### src/rtl/subclock_pkg.sv
// Shared types and helpers for the subclock_bank tick generator.
package subclock_pkg;

    typedef enum logic {
        MODE_FREERUN = 1'b0,
        MODE_ONESHOT = 1'b1
    } mode_e;

    typedef enum logic [1:0] {
        OS_IDLE,
        OS_RUN,
        OS_DONE
    } os_state_e;

    localparam int unsigned MAX_DIV_WIDTH = 64;

    // Half-period in clocks for a given output frequency, never below 1.
    function automatic int unsigned reset_half(input int unsigned clk_hz,
                                               input int unsigned out_hz);
        int unsigned h;
        h = (out_hz == 0) ? 0 : clk_hz / out_hz / 2;
        return (h == 0) ? 1 : h;
    endfunction

    function automatic logic [MAX_DIV_WIDTH-1:0] clamp_half(input logic [MAX_DIV_WIDTH-1:0] x);
        return (x == '0) ? MAX_DIV_WIDTH'(1) : x;
    endfunction

endpackage

### src/rtl/subclock_channel.sv
// One divider channel: half-period counter, tick level, one-shot sequencing
// and a shadow register so reconfiguration only lands on a toggle edge.
module subclock_channel
    import subclock_pkg::*;
#(
    parameter int unsigned          DIV_WIDTH  = 32,
    parameter logic [DIV_WIDTH-1:0] RESET_HALF = DIV_WIDTH'(1)
) (
    input  logic                 clock,
    input  logic                 reset,
    input  logic                 enable,
    input  logic                 sync,
    input  logic                 load,
    input  logic [DIV_WIDTH-1:0] load_half,
    input  logic                 load_oneshot,
    output logic                 pending,
    output logic                 tick,
    output logic                 strobe
);

    os_state_e            state_q, state_d;
    logic [DIV_WIDTH-1:0] cnt_q, cnt_d;
    logic                 tick_q, tick_d;
    logic                 strobe_q, strobe_d;
    logic [DIV_WIDTH-1:0] half_q, half_d;
    mode_e                mode_q, mode_d;
    logic [DIV_WIDTH-1:0] shadow_half_q, shadow_half_d;
    mode_e                shadow_mode_q, shadow_mode_d;
    logic                 pending_q, pending_d;

    logic running;
    logic terminal;
    logic apply;

    // sync overrides everything, so it suppresses a same-cycle terminal count.
    always_comb begin
        running  = enable && (state_q != OS_DONE) && !sync;
        terminal = running && (cnt_q == half_q - DIV_WIDTH'(1));
        apply    = pending_q && (terminal || !enable || (state_q == OS_DONE) || sync);
    end

    always_ff @(posedge clock) begin
        if (reset) begin
            state_q <= OS_IDLE;
        end else begin
            state_q <= state_d;
        end
    end

    always_comb begin
        state_d = state_q;
        if (sync || !enable) begin
            state_d = OS_IDLE;
        end else if (terminal && tick_q && (mode_q == MODE_ONESHOT)) begin
            state_d = OS_DONE;
        end else if (state_q == OS_IDLE) begin
            state_d = OS_RUN;
        end else if ((state_q == OS_DONE) && apply && (shadow_mode_q == MODE_FREERUN)) begin
            state_d = OS_IDLE;
        end
    end

    always_comb begin
        cnt_d         = cnt_q;
        tick_d        = tick_q;
        strobe_d      = 1'b0;
        half_d        = half_q;
        mode_d        = mode_q;
        shadow_half_d = shadow_half_q;
        shadow_mode_d = shadow_mode_q;
        pending_d     = pending_q;

        if (!running) begin
            cnt_d  = '0;
            tick_d = 1'b0;
        end else if (terminal) begin
            cnt_d    = '0;
            tick_d   = !tick_q;
            strobe_d = !tick_q;
        end else begin
            cnt_d = cnt_q + DIV_WIDTH'(1);
        end

        if (apply) begin
            half_d    = shadow_half_q;
            mode_d    = shadow_mode_q;
            pending_d = 1'b0;
        end

        if (load) begin
            shadow_half_d = DIV_WIDTH'(clamp_half(MAX_DIV_WIDTH'(load_half)));
            shadow_mode_d = load_oneshot ? MODE_ONESHOT : MODE_FREERUN;
            pending_d     = 1'b1;
        end
    end

    always_ff @(posedge clock) begin
        if (reset) begin
            cnt_q         <= '0;
            tick_q        <= 1'b0;
            strobe_q      <= 1'b0;
            half_q        <= RESET_HALF;
            mode_q        <= MODE_FREERUN;
            shadow_half_q <= RESET_HALF;
            shadow_mode_q <= MODE_FREERUN;
            pending_q     <= 1'b0;
        end else begin
            cnt_q         <= cnt_d;
            tick_q        <= tick_d;
            strobe_q      <= strobe_d;
            half_q        <= half_d;
            mode_q        <= mode_d;
            shadow_half_q <= shadow_half_d;
            shadow_mode_q <= shadow_mode_d;
            pending_q     <= pending_d;
        end
    end

    always_comb begin
        pending = pending_q;
        tick    = tick_q;
        strobe  = strobe_q;
    end

endmodule

### src/rtl/subclock_bank.sv
// Bank of independent programmable tick dividers with a shared
// valid/ready configuration port.
module subclock_bank
    import subclock_pkg::*;
#(
    parameter int unsigned CHANNELS          = 4,
    parameter int unsigned DIV_WIDTH         = 32,
    parameter int unsigned CLOCK_FREQUENCY   = 50_000_000,
    parameter int unsigned DEFAULT_FREQUENCY = 1_000
) (
    input  logic                 clock,
    input  logic                 reset,
    input  logic [CHANNELS-1:0]  enable,
    input  logic                 sync,
    input  logic                 cfg_valid,
    output logic                 cfg_ready,
    input  logic [3:0]           cfg_channel,
    input  logic [DIV_WIDTH-1:0] cfg_half,
    input  logic                 cfg_oneshot,
    output logic                 cfg_error,
    output logic [CHANNELS-1:0]  tick_out,
    output logic [CHANNELS-1:0]  strobe_out
);

    localparam logic [DIV_WIDTH-1:0] RESET_HALF =
        DIV_WIDTH'(reset_half(CLOCK_FREQUENCY, DEFAULT_FREQUENCY));

    logic                in_range;
    logic [CHANNELS-1:0] chan_sel;
    logic [CHANNELS-1:0] load_sel;
    logic [CHANNELS-1:0] pending;
    logic                cfg_error_q, cfg_error_d;

    // Out-of-range requests are always accepted so the requester never stalls.
    always_comb begin
        chan_sel = '0;
        for (int unsigned i = 0; i < CHANNELS; i++) begin
            chan_sel[i] = (cfg_channel == 4'(i));
        end
        in_range    = ({28'd0, cfg_channel} < 32'(CHANNELS));
        cfg_ready   = in_range ? ~|(pending & chan_sel) : 1'b1;
        load_sel    = (cfg_valid && cfg_ready) ? chan_sel : '0;
        cfg_error_d = cfg_valid && !in_range;
    end

    always_ff @(posedge clock) begin
        if (reset) begin
            cfg_error_q <= 1'b0;
        end else begin
            cfg_error_q <= cfg_error_d;
        end
    end

    assign cfg_error = cfg_error_q;

    for (genvar g = 0; g < CHANNELS; g++) begin : g_chan
        subclock_channel #(
            .DIV_WIDTH  (DIV_WIDTH),
            .RESET_HALF (RESET_HALF)
        ) u_chan (
            .clock        (clock),
            .reset        (reset),
            .enable       (enable[g]),
            .sync         (sync),
            .load         (load_sel[g]),
            .load_half    (cfg_half),
            .load_oneshot (cfg_oneshot),
            .pending      (pending[g]),
            .tick         (tick_out[g]),
            .strobe       (strobe_out[g])
        );
    end

endmodule

### config.mk
export PLATFORM = sky130hd
export DESIGN_NAME = subclock_bank
export DESIGN_NICKNAME = d
export VERILOG_FILES = /design/src/rtl/subclock_pkg.sv /design/src/rtl/subclock_channel.sv /design/src/rtl/subclock_bank.sv
export SDC_FILE = /design/constraint.sdc
export NUM_CORES = 1
export LEC_CHECK = 0
export CORE_ASPECT_RATIO = 0.8
export CORE_MARGIN = 1
export CORE_UTILIZATION = 50
export CTS_CLUSTER_SIZE = 10
export DETAILED_ROUTE_END_ITERATION = 12
export PLACE_DENSITY = 0.73
export SLEW_MARGIN = 25
export SYNTH_ARGS = -nofsm -noshare
export SYNTH_HDL_FRONTEND = slang
export SYNTH_SLANG_ARGS = --single-unit
### constraint.sdc
create_clock -name clock -period 6.3 [get_ports clock]
set_input_delay 1.89 -clock clock [delete_from_list [all_inputs] [get_ports clock]]
set_output_delay 1.89 -clock clock [all_outputs]
set_load 0.005 [all_outputs]
==> results of run 1 <==
-- power by group --
part / total (mW) / switching [mW] / internal, mW
sequential: 2.64 / 0.00995 / 2.63
combinational: 0.194 / 0.133 / 0.0611
clock: 2.34 / 1.02 / 1.32
-- final timing paths --
kind                                   endpoint  slack, ps  depth (start not counted)                               start
max reg2reg            g_chan[3].u_chan.pending       1780                         11          g_chan[3].u_chan.half_q[0]
max                                   cfg_ready        690                          4                      cfg_channel[0]
min          g_chan[3].u_chan.shadow_half_q[10]        450                          2  g_chan[3].u_chan.shadow_half_q[10]
min reg2reg  g_chan[3].u_chan.shadow_half_q[10]        450                          2  g_chan[3].u_chan.shadow_half_q[10]
-- stage by stage --
stage	hold slack [ps]	utilization [%]	instances	power (mW)	setup slack (ps)
after detailed placement	448.1	52.81	3146	2.882	715.4
after global routing	472.1	55.70	3201	5.332	671.4
after CTS	455.5	55.70	3201	5.223	716.4
after global placement	442.6	52.79	3146	2.877	723.2
final	453.7	55.70	3201	5.174	692.4
after floorplan	436.0	-	2685	2.794	1907
-- registers in the layout, indices dropped and copies added, names as in the netlist --
name                         count
cfg_error                        1
g_chan.u_chan.cnt_q            128
g_chan.u_chan.half_q           128
g_chan.u_chan.mode_q             4
g_chan.u_chan.pending            4
g_chan.u_chan.shadow_half_q    128
g_chan.u_chan.shadow_mode_q      4
g_chan.u_chan.state_q            8
g_chan.u_chan.strobe             4
g_chan.u_chan.tick               4
-- logic make-up (layout without fill, tap and decap cells) --
| family | after synthesis | in the layout | share of synthesized area (%) |
|---|---|---|---|
| AND/OR/NAND/NOR | 1378 | 1378 | 32.18 |
| flip-flops | 413 | 413 | 38.08 |
| XOR/XNOR | 290 | 290 | 11.70 |
| AO/OA/AOI/OAI | 289 | 289 | 8.430 |
| buffers and inverters | 200 | 164 | 4.160 |
| multiplexers | 107 | 107 | 5.001 |
| adder cells (fa/ha/maj) | 8 | 8 | 0.4610 |
-- worst max-delay path: stages --
cell	delay [ps]
clkdlybuf4s50_1	610
mux4_2	620
nand2_1	100
clkdlybuf4s50_1	500
-- final cells by class --
class                   count  area (µm²)  area share, %
well taps                 552       690.7          2.929
multi-input cells        2072       12580          53.34
repair buffers             72       680.7          2.887
clock buffers              51        1191          5.051
flip-flops and latches    413        8269          35.07
inverters                  37       138.9         0.5890
clock inverters             4       31.28         0.1327
-- layer usage --
metal | part of all wire [%] | vias to the layer above
met2 | 44 | 503
met5 | 0.095 | -
met3 | 7.1 | 79
li1 | - | 9082
met1 | 47 | 8833
met4 | 2.0 | 2
-- layout by cell type (no fill, tap or decap), drive strengths merged, types with 36 or more instances in the layout --
| master | synthesis | layout |
|---|---|---|
| and3 | 38 | 38 |
| dfxtp | 413 | 413 |
| nand3 | 101 | 101 |
| nand2 | 410 | 410 |
| clkdlybuf4s50 | 0 | 53 |
| clkbuf | 122 | 51 |
| xor2 | 137 | 137 |
| nand4 | 46 | 46 |
| xnor2 | 153 | 153 |
| a21oi | 163 | 163 |
| nor2 | 324 | 324 |
| nor3 | 78 | 78 |
| nand3b | 36 | 36 |
| nor4 | 48 | 48 |
| inv | 36 | 39 |
| mux2i | 104 | 104 |
| nand2b | 125 | 125 |
==> results.sh, run 1 <==
export IMPL_grtUsageMet2_pct=38.27
export IMPL_pin_count=55
export IMPL_gp_congestion=0.8871
export IMPL_ys_ff_latch=413
export IMPL_ys_flop_type="dfxtp_1"
export IMPL_cts_setup_buffers=0
export IMPL_viasPerCell=5.779
export IMPL_antenna_cells=0
export IMPL_clk_pin_slew_ps=50
export IMPL_insertion_delay_ps=570
export IMPL_path_class="input pin to primary output"
export IMPL_core_area_um2=42330
export IMPL_busiest_layer="met2"
export IMPL_synth_area_per_cell_um2=8.087
export IMPL_initial_core_util_pct=51.29
export IMPL_area_growth_pct=8.591
export IMPL_htree_levels=2
export IMPL_nets=2696
export IMPL_yosysUniqueCellTypes=84
export IMPL_crit_fanout=6
export IMPL_numCtsBuffers=47
export IMPL_antenna_found_initial=0
export IMPL_timing_setup_tns_ps=0
export IMPL_die_area_um2=44270
export IMPL_cp_start_kind="input pin"
export IMPL_min_period_over_period_pct=89.01
export IMPL_synth_top_area_share_pct=38.08
export IMPL_grt_start_max_net_pins=162
export IMPL_outcome="finished, final reports clean"
export IMPL_clk_path_buf_depth=3
export IMPL_root_buffer="clkbuf_16"
export IMPL_synth_edf_count=0
export IMPL_synth_most_common_cell="dfxtp_1"
export IMPL_tritoncts="yes"
export IMPL_rsz0062_at_grt="no"
export IMPL_hpwlAfterDp_mm=38.13
export IMPL_worstPathArrival_ps=3720
export IMPL_clock_sinks=413
export IMPL_via_count=18500
export IMPL_gr_total_overflow=0
export IMPL_vdd_drop_max_mv=0.1961
export IMPL_relSlewSlack_pct=33.33
export IMPL_first_global_vias=17480
export IMPL_fp_row_count=67
export IMPL_maxCapViolCount=0
export IMPL_grt_usage_pct=24.41
export IMPL_seq_area_frac_synth_pct=38.08
export IMPL_async_reset_ff_share_pct=0
export IMPL_ctsResizeCount=0
export IMPL_grt_pass1_wl_mm=89.37
export IMPL_drt_pass1_iterations=5
export IMPL_gr_usage_met1_pct=33.98
export IMPL_hold_class="flop to flop"
export IMPL_drive_gt1_share_pct=4.417
export IMPL_route_detailed_drc=0
export IMPL_synth_warnings=0
export IMPL_die_w_um=235.0
export IMPL_syn_num_nets=2738
export IMPL_layout_min_cycle_time_ps=5608
export IMPL_ctsHoldBuffers=0
export IMPL_fmax_ghz=0.1783
export IMPL_critPathCaptureType="primary output"
export IMPL_leakage_nw=7.620
export IMPL_synth_area_top_cells="dfxtp_1 38%, nand2_1 7.1%, xnor2_1 6.2%, nor2_1 5.6%, xor2_1 5.5%"
export IMPL_netlist_top_cells_count="413 x dfxtp_1, 410 x nand2_1, 324 x nor2_1"
export IMPL_synthesis_area_um2=21710
export IMPL_slew_violations=0
export IMPL_wl_per_cell_um=17.12
export IMPL_netlist_instances=2685
export IMPL_final_antenna_net_count=0
export IMPL_finalHoldViolations=0
export IMPL_final_cell_area_um2=23580
export IMPL_global_route_usage_met3_pct=5.040
export IMPL_synth_largest_area_cell="dfxtp_1"
export IMPL_die_height_um=188.4
export IMPL_setup_violations=0
export IMPL_numPortBuffers=54
export IMPL_powerDensity_nw_per_um2=219.4
export IMPL_wl_mm=54.80
export IMPL_skew_ps=19.37
export IMPL_drt_iter0_drc=1685
export IMPL_tightest_slew_ps=1000
export IMPL_place_area_um2=22360
export IMPL_required_ps=4410
export IMPL_fillers=3796
Power figures use the tool's default switching activity.
==> run 2, diff against run 1 <==
SLEW_MARGIN = 20   (was 25)
==> results.sh, run 2 (synthesized netlist as in run 1, its figures left out) <==
export IMPL_outcome="finished, final reports clean"
export IMPL_clk_path_buf_depth=3
export IMPL_layout_min_cycle_time_ps=5583
export IMPL_leakage_nw=7.640
export IMPL_final_antenna_net_count=0
export IMPL_fin_util_pct=55.81
export IMPL_crit_family="buffers and inverters"
export IMPL_path_class="input pin to primary output"
export IMPL_multiInputGateArea_um2=12580
export IMPL_fp_row_count=67
export IMPL_die_w_um=235.0
export IMPL_setup_violations=0
export IMPL_gp_congestion=0.8871
export IMPL_htree_levels=2
export IMPL_worst_path_buf_inv=2
export IMPL_clk_pin_slew_ps=50
export IMPL_reg_top3="g_chan.u_chan.cnt_q: 128 flops, g_chan.u_chan.half_q: 128 flops, g_chan.u_chan.shadow_half_q: 128 flops"
export IMPL_route_detailed_drc=0
export IMPL_seqCellArea_um2=8269
export IMPL_drt_iter0_drc=1611
export IMPL_first_global_vias=17350
export IMPL_hold_class="flop to flop"
export IMPL_fillers=3810
export IMPL_drt_pass1_iterations=6
export IMPL_relSlewSlack_pct=33.46
export IMPL_critPathCaptureType="primary output"
export IMPL_antenna_cells=0
export IMPL_min_period_over_period_pct=88.62
export IMPL_path_cells="clkdlybuf4s50_1 -> mux4_2 -> nand2_1 -> clkdlybuf4s50_1"
export IMPL_timing_setup_tns_ps=0
export IMPL_numCtsBuffers=47
export IMPL_nets=2696
export IMPL_grt_usage_pct=24.23
export IMPL_wl_mm=54.94
export IMPL_maxCapViolCount=0
export IMPL_via_count=18530
export IMPL_initial_core_util_pct=51.29
export IMPL_wl_per_cell_um=17.17
export IMPL_die_height_um=188.4
export IMPL_numPortBuffers=54
export IMPL_crit_fanout=6
export IMPL_cts_setup_buffers=0
export IMPL_rsz0062_at_grt="no"
export IMPL_grt_start_max_net_pins=162
export IMPL_final_cell_mix="412 x dfxtp_1, 410 x nand2_1, 324 x nor2_1"
export IMPL_required_ps=4410
export IMPL_drive_gt1_share_pct=4.382
export IMPL_clock_sinks=413
export IMPL_grt_pass1_wl_mm=88.60
export IMPL_area_growth_pct=8.799
export IMPL_skew_ps=12.89
export IMPL_fmax_ghz=0.1791
export IMPL_antenna_found_initial=0
export IMPL_core_area_um2=42330
export IMPL_finalPower_mw=5.244
export IMPL_ctsResizeCount=0
export IMPL_crit_top_cell="clkdlybuf4s50_1"
export IMPL_finalHoldViolations=0
export IMPL_layout_commonest_cell="dfxtp_1"
export IMPL_ctsHoldBuffers=0
export IMPL_viasPerCell=5.793
export IMPL_powerDensity_nw_per_um2=221.9
export IMPL_tritoncts="yes"
export IMPL_tightest_slew_ps=998.1
export IMPL_cp_slowest_cell="mux4_2"
export IMPL_gr_total_overflow=0
export IMPL_cp_start_kind="input pin"
export IMPL_root_buffer="clkbuf_16"
export IMPL_max_stage_delay_ps=610
export IMPL_pin_count=55
export IMPL_hpwlAfterDp_mm=38.18
export IMPL_slew_violations=0
export IMPL_worstPathArrival_ps=3690
export IMPL_die_area_um2=44270
export IMPL_vdd_drop_max_mv=0.1995
export IMPL_insertion_delay_ps=570
[run 2: metrics by stage]
stage	worst slack, ps	hold WS [ps]	instances	cell area [µm²]
floorplan	1907	436.0	2685	21710
global placement	723.2	442.6	3146	22350
detailed placement	707.7	447.8	3146	22360
CTS	707.7	455.3	3199	23620
global route	656.3	472.1	3199	23630
finish	716.8	454.2	3199	23630
[run 2: worst reg2reg max path: stages (launching register included)]
cell	delay (ps)
dfxtp_1	360
inv_1	120
ha_1	270
nor3b_1	590
nand3_1	510
or4_1	680
nand2b_1	180
a21bo_2	210
nand4bb_1	210
nor4_4	460
or3_2	670
o22ai_1	140
[run 2: path summary, 6_finish.rpt]
kind,start,to,slack (ps),cells past startpoint
setup reg to reg,g_chan[3].u_chan.half_q[0],g_chan[3].u_chan.pending,1740,11
setup / recovery,cfg_channel[0],cfg_ready,720,4
hold reg to reg,g_chan[0].u_chan.shadow_half_q[18],g_chan[0].u_chan.shadow_half_q[18],450,2
hold / removal,g_chan[0].u_chan.shadow_half_q[18],g_chan[0].u_chan.shadow_half_q[18],450,2
[run 2: per-layer routing]
| layer | GRT usage (%) | vias to the layer above | wire length [µm] | share of wire, % |
|---|---|---|---|---|
| li1 | - | 9071 | - | - |
| met1 | 33.47 | 8888 | 25470 | 46 |
| met2 | 38.42 | 497 | 24470 | 45 |
| met3 | 5.215 | 75 | 4049 | 7.4 |
| met4 | 5.693 | 2 | 885 | 1.6 |
| met5 | 0.9740 | - | 57 | 0.10 |
[run 2: layout make-up]
type                    count  area share [%]
flip-flops and latches    413           35.00
repair buffers             72           2.881
multi-input cells        2072           53.24
clock inverters             1          0.1271
well taps                 552           2.923
inverters                  37          0.5879
clock buffers              52           5.238
[run 2: where the power goes]
group	internal [mW]	total [mW]	leakage (nW)	switching, mW
combinational	0.0611	0.193	3.69	0.132
sequential	2.63	2.64	3.33	0.00993
clock	1.40	2.41	0.622	1.01
total	4.09	5.24	7.64	1.15
==> variant, RTL diff (settings of run 2) <==
`CHANNELS`: 4 -> 3.
--- a/src/rtl/subclock_bank.sv
+++ b/src/rtl/subclock_bank.sv
@@ -5,3 +5,3 @@
 #(
-    parameter int unsigned CHANNELS          = 4,
+    parameter int unsigned CHANNELS          = 3,
     parameter int unsigned DIV_WIDTH         = 32,
Ports: changed (resized enable, strobe_out and tick_out); port bits go from 55 to 52. No check against the original RTL was run, so the function may have changed too.
==> variant against run 2 <==
Total power is 23% lower; clock power is 21% lower; sequential power is 25% lower; fmax is 4.6% higher; worst setup slack better by 0.25 ns; sequential cell count is 103 lower; synthesized area is 30% lower; non-clock buffer count is 10 lower; synthesized cell count is 31% lower; cell area is 29% lower; wire length is 29% lower; combinational power is 27% lower; sequential share of layout area is 2.0 points higher; critical endpoint unchanged.
==> variant: results <==
clock_network:
  clkLatencyLatePin_ns: 0.53
  cts_buffers: 37
route:
  wl_met1_um: 18500
  met2_length_um: 16500
min_path:
  min_from: "g_chan[2].u_chan.shadow_half_q[10]$_SDFFE_PP0P_"
grt:
  grt_pass1_wl_um: 62700
  first_global_vias: 11792
  antenna_found_initial: 1
  use_met3: 0.0513
  grt_max_degree: 73
  gr-usage-met2: 0.387
setup_path:
  r2r_end: "g_chan[2].u_chan.pending$_SDFFE_PP0P_"
  slowest_stage: "clkdlybuf4s50_1"
  regToRegStartpoint: "g_chan[2].u_chan.half_q[2]$_SDFFE_PP0P_"
  arrival_ns: 3.45
  cp_max_fo: 4
  cpPeakStageDelay_ns: 0.67
sta:
  skew_ns: 0.0123
logic_synthesis:
  synth_cell_types: 65
  yosysSeqAreaShare: 0.410
  yosys-top-cells-area: "dfxtp_1, nand2_1, xnor2_1"
  synth_common_cells: "nand2_1, dfxtp_1, nor2_1, xnor2_1, a21oi_1"
pwr:
  p_leak_nw: 5.50
  sw_frac_of_total: 0.219
  ir_drop_uv: 150
cells_and_area:
  drive_above_1_share: 0.0421
  top_regs: "g_chan.u_chan.cnt_q x96, g_chan.u_chan.half_q x96, g_chan.u_chan.shadow_half_q x96"
placed_design:
  dp_slack_ns: 0.976
  globalplace.congestion: 0.911
  hpwlAfterDp_um: 27400
  io_buffers: 51
run_status:
  status: "finished clean"
## variant: how the worst max path moves through the flow
stage	cells past startpoint	start	endpoint
4_1_cts	5	cfg_channel[1]	cfg_ready
6_report	5	cfg_channel[1]	cfg_ready
5_1_grt	5	cfg_channel[1]	cfg_ready
3_5_place_dp	5	cfg_channel[1]	cfg_ready
2_1_floorplan	4	cfg_channel[1]	cfg_ready
3_3_place_gp	5	cfg_channel[1]	cfg_ready
## variant: power by group through the flow
| stage | Sequential (mW) | Combinational [mW] | Clock [mW] |
|---|---|---|---|
| floorplan | 2.02 | 0.0658 | 0 |
| global placement | 2.02 | 0.136 | 0 |
| detailed placement | 2.02 | 0.137 | 0 |
| CTS | 1.98 | 0.138 | 1.94 |
| global route | 1.98 | 0.148 | 2.03 |
| finish | 1.98 | 0.141 | 1.91 |
## variant: cells by family after synthesis
logic type                 count (synthesis)  synth area share
and+or+nand+nor                          887             0.269
DFF                                      310             0.410
xor gates and xnor gates                 222             0.129
AOI/OAI and AO/OA                        197            0.0818
buffers and inverters                    130            0.0413
muxes                                     97            0.0643
adders and majority gates                  6           0.00496
## variant: per-stage QoR
stage           util  hold slack (ns)  instances  power [mW]  area [sq um]
5_1_grt        0.569            0.472       2259        4.16         16800
6_report       0.569            0.453       2259        4.03         16800
2_1_floorplan      -            0.436       1849        2.09         15100
4_1_cts        0.569            0.454       2259        4.06         16800
3_5_place_dp   0.534            0.447       2212        2.16         15700
3_3_place_gp   0.534            0.442       2212        2.16         15700
## variant: layout make-up
cell class	instances	area (sq um)
multi-input cells	1409	8340
clock inverters	1	8.76
repair buffers	62	591
well taps	406	508
inverters	25	95.1
flip-flops and latches	310	6210
fillers	2617	12700
clock buffers	46	1030
